[src/rtl/video_sync_decoder.sv]
// Receive-side sync decoder: flywheel hcount/vcount recovered from an active-low
// hsync/vsync pair, with a four-state lock tracker and timing-violation pulses.
module video_sync_decoder #(
  parameter int H_TOTAL      = 400,
  parameter int H_VISIBLE    = 320,
  parameter int H_SYNC_START = 328,
  parameter int H_SYNC_END   = 376,
  parameter int V_TOTAL      = 525,
  parameter int V_VISIBLE    = 480,
  parameter int V_SYNC_START = 490,
  parameter int LOCK_LINES   = 4
) (
  input  logic       clk_12_5875,
  input  logic       rst,
  input  logic       hsync,
  input  logic       vsync,
  output logic [9:0] hcount,
  output logic [9:0] vcount,
  output logic       h_locked,
  output logic       locked,
  output logic       visible,
  output logic       writable,
  output logic       frame_start,
  output logic       h_err,
  output logic       v_err
);
  localparam logic [9:0] HT1    = 10'(H_TOTAL - 1);
  localparam logic [9:0] HVIS   = 10'(H_VISIBLE);
  localparam logic [9:0] HSS    = 10'(H_SYNC_START);
  localparam logic [9:0] HSE    = 10'(H_SYNC_END);
  localparam logic [9:0] VT1    = 10'(V_TOTAL - 1);
  localparam logic [9:0] VVIS   = 10'(V_VISIBLE);
  localparam logic [9:0] VSS    = 10'(V_SYNC_START);
  localparam logic [2:0] LOCK_N = 3'(LOCK_LINES);

  typedef enum logic [1:0] {S_UNLOCKED, S_H_LOCK, S_V_ALIGN, S_LOCKED} state_t;

  state_t     r_state, w_state_n;
  logic       r_hs_prev, r_vs_prev;
  logic [9:0] r_hcount, r_vcount;
  logic [2:0] r_good_lines, w_good_n;
  logic       r_h_locked, r_locked, r_visible, r_writable, r_frame_start, r_h_err, r_v_err;

  logic       w_hs_fall, w_hs_rise, w_vs_fall, w_line_end, w_v_slot, w_lock_n;
  logic       w_h_err, w_v_err;
  logic [9:0] w_h_pred, w_v_pred, w_h_nxt, w_v_nxt;

  assign w_hs_fall  = r_hs_prev & ~hsync;
  assign w_hs_rise  = ~r_hs_prev & hsync;
  assign w_vs_fall  = r_vs_prev & ~vsync;
  assign w_line_end = (r_hcount == HT1);
  assign w_h_pred   = w_line_end ? 10'd0 : r_hcount + 10'd1;
  assign w_v_pred   = !w_line_end ? r_vcount : ((r_vcount == VT1) ? 10'd0 : r_vcount + 10'd1);
  assign w_h_nxt    = w_hs_fall ? HSS : w_h_pred;
  assign w_v_nxt    = w_vs_fall ? VSS : w_v_pred;
  // The one cycle per frame where a vsync fall must (and may only) arrive.
  assign w_v_slot   = (w_v_pred == VSS) && (w_h_pred == 10'd0);

  assign w_h_err = (r_state != S_UNLOCKED) &&
                   ((w_hs_fall && (w_h_pred != HSS)) ||
                    (!w_hs_fall && (w_h_pred == HSS)) ||
                    (w_hs_rise && (w_h_pred != HSE)));
  assign w_v_err = (r_state == S_LOCKED) && (w_vs_fall != w_v_slot);

  always_comb begin
    w_good_n = r_good_lines;
    if (w_hs_fall)
      w_good_n = (w_h_pred != HSS) ? 3'd0 :
                 (r_good_lines == 3'd7) ? 3'd7 : r_good_lines + 3'd1;
    if (w_h_err) w_good_n = 3'd0;
  end

  // h-error dominates so a simultaneous h/v violation lands in UNLOCKED.
  always_comb begin
    w_state_n = r_state;
    if (w_h_err) w_state_n = S_UNLOCKED;
    else begin
      case (r_state)
        S_UNLOCKED: if (w_good_n >= LOCK_N) w_state_n = S_H_LOCK;
        S_H_LOCK:   if (w_vs_fall) w_state_n = S_V_ALIGN;
        S_V_ALIGN:  if (w_vs_fall && w_v_slot) w_state_n = S_LOCKED;
        S_LOCKED:   if (w_v_err) w_state_n = S_H_LOCK;
        default:    w_state_n = S_UNLOCKED;
      endcase
    end
  end

  assign w_lock_n = (w_state_n == S_LOCKED);

  always_ff @(posedge clk_12_5875) begin
    if (rst) begin
      r_state       <= S_UNLOCKED;
      r_hs_prev     <= 1'b1;
      r_vs_prev     <= 1'b1;
      r_hcount      <= 10'd0;
      r_vcount      <= 10'd0;
      r_good_lines  <= 3'd0;
      r_h_locked    <= 1'b0;
      r_locked      <= 1'b0;
      r_visible     <= 1'b0;
      r_writable    <= 1'b0;
      r_frame_start <= 1'b0;
      r_h_err       <= 1'b0;
      r_v_err       <= 1'b0;
    end else begin
      r_state       <= w_state_n;
      r_hs_prev     <= hsync;
      r_vs_prev     <= vsync;
      r_hcount      <= w_h_nxt;
      r_vcount      <= w_v_nxt;
      r_good_lines  <= w_good_n;
      r_h_locked    <= (w_state_n != S_UNLOCKED);
      r_locked      <= w_lock_n;
      r_visible     <= w_lock_n && (w_h_nxt < HVIS) && (w_v_nxt < VVIS);
      r_writable    <= w_lock_n && (w_v_nxt >= VVIS);
      r_frame_start <= w_lock_n && (r_vcount == VT1) && (w_v_nxt == 10'd0) && (w_h_nxt == 10'd0);
      r_h_err       <= w_h_err;
      r_v_err       <= w_v_err;
    end
  end

  assign hcount      = r_hcount;
  assign vcount      = r_vcount;
  assign h_locked    = r_h_locked;
  assign locked      = r_locked;
  assign visible     = r_visible;
  assign writable    = r_writable;
  assign frame_start = r_frame_start;
  assign h_err       = r_h_err;
  assign v_err       = r_v_err;
endmodule

[config.mk]
export PLATFORM = sky130hd
export DESIGN_NAME = video_sync_decoder
export DESIGN_NICKNAME = d
export VERILOG_FILES = /design/src/rtl/video_sync_decoder.sv
export SDC_FILE = /design/constraint.sdc
export NUM_CORES = 1
export LEC_CHECK = 0
export CORE_MARGIN = 5
export CORE_UTILIZATION = 57
export DETAILED_ROUTE_END_ITERATION = 12
export GPL_ROUTABILITY_DRIVEN = 0
export PLACE_DENSITY = 0.84
export SLEW_MARGIN = 15
export SYNTH_ARGS = -nofsm -noshare
export SYNTH_HDL_FRONTEND = slang
export SYNTH_SLANG_ARGS = --single-unit
[constraint.sdc]
create_clock -name clk_12_5875 -period 7.7 [get_ports clk_12_5875]
set_clock_uncertainty 0.2 [all_clocks]
set_input_delay 1.54 -clock clk_12_5875 [delete_from_list [all_inputs] [get_ports clk_12_5875]]
set_output_delay 1.54 -clock clk_12_5875 [all_outputs]
set_load 0.05 [all_outputs]
==> results of run 1 <==
## per-layer routing
metal  wire [um]  vias up
met4          52        0
li1            -      900
met2        2240       63
met3         246        6
met1        2100      819
met5           0        -
## sequential cells by signal (all words and copies together), names as in the netlist
name / flops
vcount: 10
locked: 1
writable: 1
hcount: 10
v_err: 1
visible: 1
r_good_lines: 3
frame_start: 1
r_vs_prev: 1
r_state: 2
h_err: 1
r_hs_prev: 1
h_locked: 1
## final cells by class
cell class | count | area, um^2 | area share, %
Multi-Input combinational cell | 178 | 1130 | 48.7
Tap cell | 46 | 57.6 | 2.49
Timing Repair Buffer | 30 | 300 | 13.0
Clock inverter | 2 | 60.1 | 2.59
Clock buffer | 6 | 51.3 | 2.22
Inverter | 10 | 37.5 | 1.62
Sequential cell | 34 | 681 | 29.4
## worst max-delay path, delay by kind of cell (launching register included)
kind          cells  cell delay (ns)
xor+xnor          1             0.21
fa+ha+maj         1             0.30
flops             1             0.41
mux               1             0.14
simple gates      8             2.61
## power by group through the flow
stage               Combinational [uW]  Clock [uW]  Sequential (uW)
finish                            50.4         176              190
global route                      54.5         185              191
CTS                               50.6         175              190
detailed placement                50.3           0              194
global placement                  49.8           0              193
floorplan                         21.8           0              206
## through the flow
step                      area, um^2  hold WS, ns  utilization [%]  std cells
after global routing            2310        0.339             69.9        306
after CTS                       2310        0.313             69.9        306
after detailed placement        2200        0.289             66.6        298
after global placement          2200        0.274             66.6        298
final                           2310        0.326             69.9        306
after floorplan                 1930        0.253                -        232
## Yosys cell counts, drive strengths merged, types with 5 or more instances
cell type  instances
ha                 6
a21oi             13
nand3             12
a211oi             5
a31oi              6
o21ai              6
or3                5
nor4               5
xnor2              8
nand2             16
inv               10
nor3              11
nor2              26
xor2               5
dfxtp             34
buf                6
nand4              7
## kinds of logic (layout without fill, tap and decap cells)
kind of cell	after synthesis	after routing	synth area share (%)
simple gates	107	107	30.4
fa+ha+maj	6	6	3.88
buf+inv	20	48	6.47
compound gates	49	49	16.6
xor+xnor	13	13	5.89
flops	34	34	35.2
mux	3	3	1.62
## how the worst max path moves through the flow
| stage | depth (start not counted) | to | start | slack (ns) |
|---|---|---|---|---|
| finish | 11 | frame_start | hcount[4] | 3.74 |
| global placement | 7 | frame_start | hsync | 3.69 |
| floorplan | 12 | frame_start | hcount[4] | 3.81 |
| CTS | 11 | frame_start | hcount[4] | 3.73 |
| detailed placement | 7 | r_good_lines[2] | hsync | 3.59 |
| global route | 12 | frame_start | hcount[0] | 3.39 |
==> summary.txt, run 1 <==
Power
  – Total chip power: 416 uW
  – Sequential Power Share: 45.7%
  – Static Leak: 0.000814 uW
  – Max rail drop VDD: 123 uV
  – NetSw: 107 uW
  – Sw frac: 25.7%
  – Pwr dens: 180 nW/um^2
  – Cell Int Power: 309 uW
  – Clock Power Share: 42.2%
  – Logic pwr share: 12.1%

Timing
  – Worst setup margin: 3.74 ns
  – Fmax achieved: 252 MHz
  – Final period utilization: 51.5%
  – Count of final setup violators: 0
  – Slew headroom: 28.3%
  – Final hold vios: 0
  – Worst slew pin tran: 1.07 ns
  – Unrepaired setup endpoints after global routing: false
  – Final Critical Period: 3.96 ns
  – Setup TNS: 0 ns
  – Max-slew violation count: 0

Min path
  – Hold crit path type: reg2reg
  – Hold_sp: r_good_lines[0]
  – Hold path cells: 2
  – Hold endpoint: r_good_lines[0]

Yosys
  – Ys Warns: 0
  – Ys async rst share: 0%
  – Synthesized net count: 242
  – Mapped Area: 1930 um^2
  – Register area share after synthesis: 35.2%
  – Syn Inst Count: 232
  – Flops & latches, synth: 34
  – Number of synthesized flops with an enable pin: 0
  – Post-synth cell types: 54
  – Avg Synthesized Cell Area: 8.33 um^2
  – Leading area contributor after synthesis: dfxtp_1
  – Top FF cell, synth: dfxtp_1
  – Ranking of synthesized cells by area: dfxtp_1 (35%), nor2_1 (5.0%), ha_1 (3.9%)
  – Yosys top cell area share: 35.2%

Clock network
  – H-tree levels: 2
  – Bufs on Longest Clock Path: 2
  – Post-cts sizing count: 0
  – Post-CTS setup buffers: 0
  – Clock tree root driver cell: clkbuf_4
  – Total CTS buffers: 5
  – Clock sink total: 34
  – Cts hold-fix bufs: 0
  – Worst-Skew Late Latency: 0.35 ns
  – Clk slew on worst S/H paths: 0.12 ns
  – CTS tree: yes

Global route
  – Gr ovfl total: 0
  – Initial antenna violation count: 0
  – GRT busiest layer: met2
  – Largest net degree at the start of global routing: 23
  – GRT Overall Usage: 22.3%
  – Vias in the first global route: 1,733
  – GR Util met2: 37.7%
  – Global-route wire length before repair: 7670 um
  – Met3 usage: 6.57%
  – Grt met1 use: 25.9%

Route
  – First drt pass iteration count: 4
  – DRC Markers: 0
  – WL final: 4640 um
  – First DRT Iteration DRCs: 188
  – Via Count: 1,788
  – WL per Instance: 15.2 um
  – DR vias/cell: 5.84
  – Routed Antenna Nets: 0

Floorplanning
  – Initial Utilization: 58.4%
  – Die Span Y: 68.2 um
  – Row count: 21
  – Die width: 68.2 um
  – Top Ports: 31
  – Core area: 3310 um^2
  – Die Area: 4660 um^2

Critical path
  – Slowest CP cell: or4_4
  – Worst setup EP type: flop
  – Reg2Reg Depth: 11
  – FF-to-FF End: frame_start
  – CP Launch Type: flop
  – WS Path Type: reg2reg
  – Worst EP required: 7.77 ns
  – Worst-path maximum fanout: 10
  – Largest stage delay, worst path: 0.60 ns
  – CP most frequent cell: nor4_1
  – R2R Setup Slk: 3.74 ns
  – Reg-to-Reg Start: hcount[4]
  – Data arrival, critical path: 4.03 ns
  – Worst-path cell chain: or4_4 > nor3_2 > nand4_1 > xor2_1 > nor2_1 > or3b_2 > nor4_1 > ha_1 > mux2i_1 > nand3b_1 > nor4_1

Cells and area
  – Layout area overhead: 19.7%
  – Diode count: 0
  – Commonest non-fill, non-tap cell in the layout: dfxtp_1
  – Most frequent cells in the layout: dfxtp_1 (34), clkdlybuf4s50_1 (30), nor2_1 (26)
  – Nets: 269
  – Fill cell count: 296
  – Share of cells above drive strength 1: 9.62%

Job
  – Max-cap viol count: 0

Place
  – PortBufs: 30
  – DP HPWL: 3340 um
  – Place WS: 3.59 ns

Outcome
  – Run status: finished clean
Power figures use the tool's default switching activity.
==> run 2: changes to the inputs <==
Settings changed: CORE_UTILIZATION 57 to 53, PLACE_DENSITY 0.84 to 0.79.
Clock period 7.7 ns to 4.03 ns, I/O delays scaled along.
==> run 2 against run 1 <==
  * Count of clock-buffer cells in the layout did not move
  * Worst setup slack got worse by 3.4 ns
  * Highest routed layer unchanged
  * Critical endpoint unchanged
  * Wire length fell by 1.9%
==> summary.txt, run 2 (synthesized netlist as in run 1, its figures left out) <==
Floorplanning
  – Die Area: 4960 um^2 (+6.4%)
  – Die Span Y: 70.4 um (+3.2%)
  – Row count: 22 (+4.8%)
  – Die width: 70.4 um (+3.2%)
  – Initial Utilization: 53.6% (-4.8 points)
  – Core area: 3610 um^2 (+8.9%)
  – Top Ports: 31 (unchanged)

Place
  – PortBufs: 30 (unchanged)
  – DP HPWL: 3320 um (-0.68%)
  – Placed Area: 2240 um^2 (+1.5%)
  – Place WS: 0.365 ns (-3.23 ns)

Clock network
  – CTS tree: yes
  – Clock tree root driver cell: clkbuf_8
  – Bufs on Longest Clock Path: 2 (unchanged)
  – Total CTS buffers: 5 (unchanged)
  – H-tree levels: 2 (unchanged)
  – Cts hold-fix bufs: 0 (unchanged)
  – Post-cts sizing count: 0 (unchanged)
  – Worst-Skew Late Latency: 0.29 ns (-0.06 ns)
  – Post-CTS setup buffers: 0 (unchanged)
  – Clock sink total: 34 (unchanged)
  – Clk slew on worst S/H paths: 0.07 ns (-0.05 ns)

Cells and area
  – Multi-input gate area: 1130 um^2 (unchanged)
  – Register cell area after layout: 681 um^2 (unchanged)
  – Layout area overhead: 20.6%
  – Diode count: 0 (unchanged)
  – Share of cells above drive strength 1: 11.0% (+1.4 points)
  – Fill cell count: 309 (+4.4%)
  – Commonest non-fill, non-tap cell in the layout: dfxtp_1
  – Final instance area: 2330 um^2 (+0.70%)
  – Nets: 273 (+1.5%)
  – Most frequent cells in the layout: dfxtp_1 (34), clkdlybuf4s50_1 (30), nor2_1 (26)

Route
  – Top layer in use: met4
  – DRC Markers: 0 (unchanged)
  – WL per Instance: 14.6 um (-3.8%)
  – Met2 WL: 2060 um (-8.0%)
  – Routed Antenna Nets: 0 (unchanged)
  – First DRT Iteration DRCs: 129 (-31%)
  – Routed length on met1: 2160 um (+2.7%)
  – First drt pass iteration count: 4 (unchanged)
  – DR vias/cell: 5.79 (-0.94%)
  – Via Count: 1,806 (+1.0%)
  – WL final: 4560 um (-1.9%)
  – Routed wl met3: 256 um (+4.1%)

Critical path
  – FF-to-FF End: frame_start
  – Worst setup EP type: flop
  – R2R Setup Slk: 0.34 ns (-3.40 ns)
  – WS Path Type: reg2reg
  – Reg-to-Reg Start: hcount[0]
  – Worst-path maximum fanout: 10 (unchanged)
  – Data arrival, critical path: 3.69 ns (-0.34 ns)
  – Reg2Reg Depth: 11 (unchanged)
  – Worst EP required: 4.03 ns (-3.74 ns)
  – CP Launch Type: flop

Power
  – Clock Power Share: 36.5% (-5.7 points)
  – Total chip power: 723 uW (+74%)
  – Cell Int Power: 518 uW (+68%)
  – Max rail drop VDD: 204 uV (+66%)
  – Static Leak: 0.000823 uW (+1.1%)
  – Sequential Power Share: 50.0% (+4.3 points)
  – NetSw: 205 uW (+92%)
  – Pwr dens: 310 nW/um^2 (+72%)
  – Sw frac: 28.4% (+2.6 points)
  – Logic pwr share: 13.5% (+1.4 points)

Timing
  – Count of final setup violators: 0 (unchanged)
  – Final period utilization: 91.5% (+40 points)
  – Final Critical Period: 3.69 ns (-0.274 ns)
  – Fmax achieved: 271 MHz (+7.4%)
  – Unrepaired setup endpoints after global routing: false
  – Setup TNS: 0 ns (unchanged)
  – Worst slew pin tran: 0.809 ns (-0.261 ns)
  – Slew headroom: 45.9% (+18 points)
  – Final hold vios: 0 (unchanged)
  – Worst setup margin: 0.342 ns (-3.40 ns)
  – Max-slew violation count: 0 (unchanged)

Global route
  – Vias in the first global route: 1,688 (-2.6%)
  – Gr ovfl total: 0 (unchanged)
  – Initial antenna violation count: 0 (unchanged)
  – Global-route wire length before repair: 7710 um (+0.55%)
  – Largest net degree at the start of global routing: 23 (unchanged)
  – GRT Overall Usage: 19.2% (-3.1 points)

Job
  – Max-cap viol count: 0 (unchanged)

Min path
  – Hold endpoint: r_good_lines[0]
  – Hold_sp: r_good_lines[0]
  – Hold path cells: 2 (unchanged)
  – Hold crit path type: reg2reg

Outcome
  – Run status: finished clean
-- run 2: changes by cell type in the layout (fill, tap and decap cells not counted), sizes merged --
| cell | before | now |
|---|---|---|
| buf | 0 | 4 |
| bufinv | 2 | 0 |
| clkinv | 0 | 1 |
| clkinvlp | 0 | 1 |
-- run 2: power groups by stage --
stage                     Sequential (uW)  Combinational (uW)  Clock (uW)
final                                 362                97.5         264
after global routing                  364                 104         285
after CTS                             361                98.2         270
after detailed placement              369                97.6           0
after global placement                369                97.3           0
after floorplan                       394                41.6           0
-- run 2: metrics by stage --
stage	instances	hold slack [ns]	util, %
6_report	312	0.295	64.6
5_1_grt	312	0.333	64.6
4_1_cts	312	0.298	64.6
3_5_place_dp	304	0.287	62.0
3_3_place_gp	304	0.275	62.0
2_1_floorplan	232	0.253	-
-- run 2: worst max path at each step --
stage                   to  cells after the start  slack [ns]  startpoint
2_1_floorplan  frame_start                     12        0.14   hcount[4]
3_3_place_gp   frame_start                     10        0.43   hcount[4]
3_5_place_dp   frame_start                     10        0.36   hcount[4]
4_1_cts        frame_start                     10        0.35   hcount[4]
5_1_grt        frame_start                     11        0.09   hcount[0]
6_report       frame_start                     11        0.34   hcount[0]
-- run 2: cell type report --
type	count	area share, %
clock buffers	6	3.54
clock inverters	2	0.537
inverters	10	1.61
multi-input cells	178	48.4
flip-flops and latches	34	29.2
well taps	48	2.58
repair buffers	34	14.2
-- run 2: worst max-delay path: stages (launching register included) --
cell	delay (ns)
dfxtp_1	0.50
ha_1	0.31
nand3_1	0.20
or3_1	0.40
or4_4	0.55
xor2_1	0.20
nand3_1	0.10
nor4_1	0.28
ha_1	0.28
mux2i_1	0.13
nand3b_1	0.18
nor4_1	0.27
-- run 2: layer usage --
layer	up-vias	track usage [%]
met3	9	4.75
met1	837	24.2
met4	0	7.66
li1	905	-
met5	-	0
met2	55	31.2
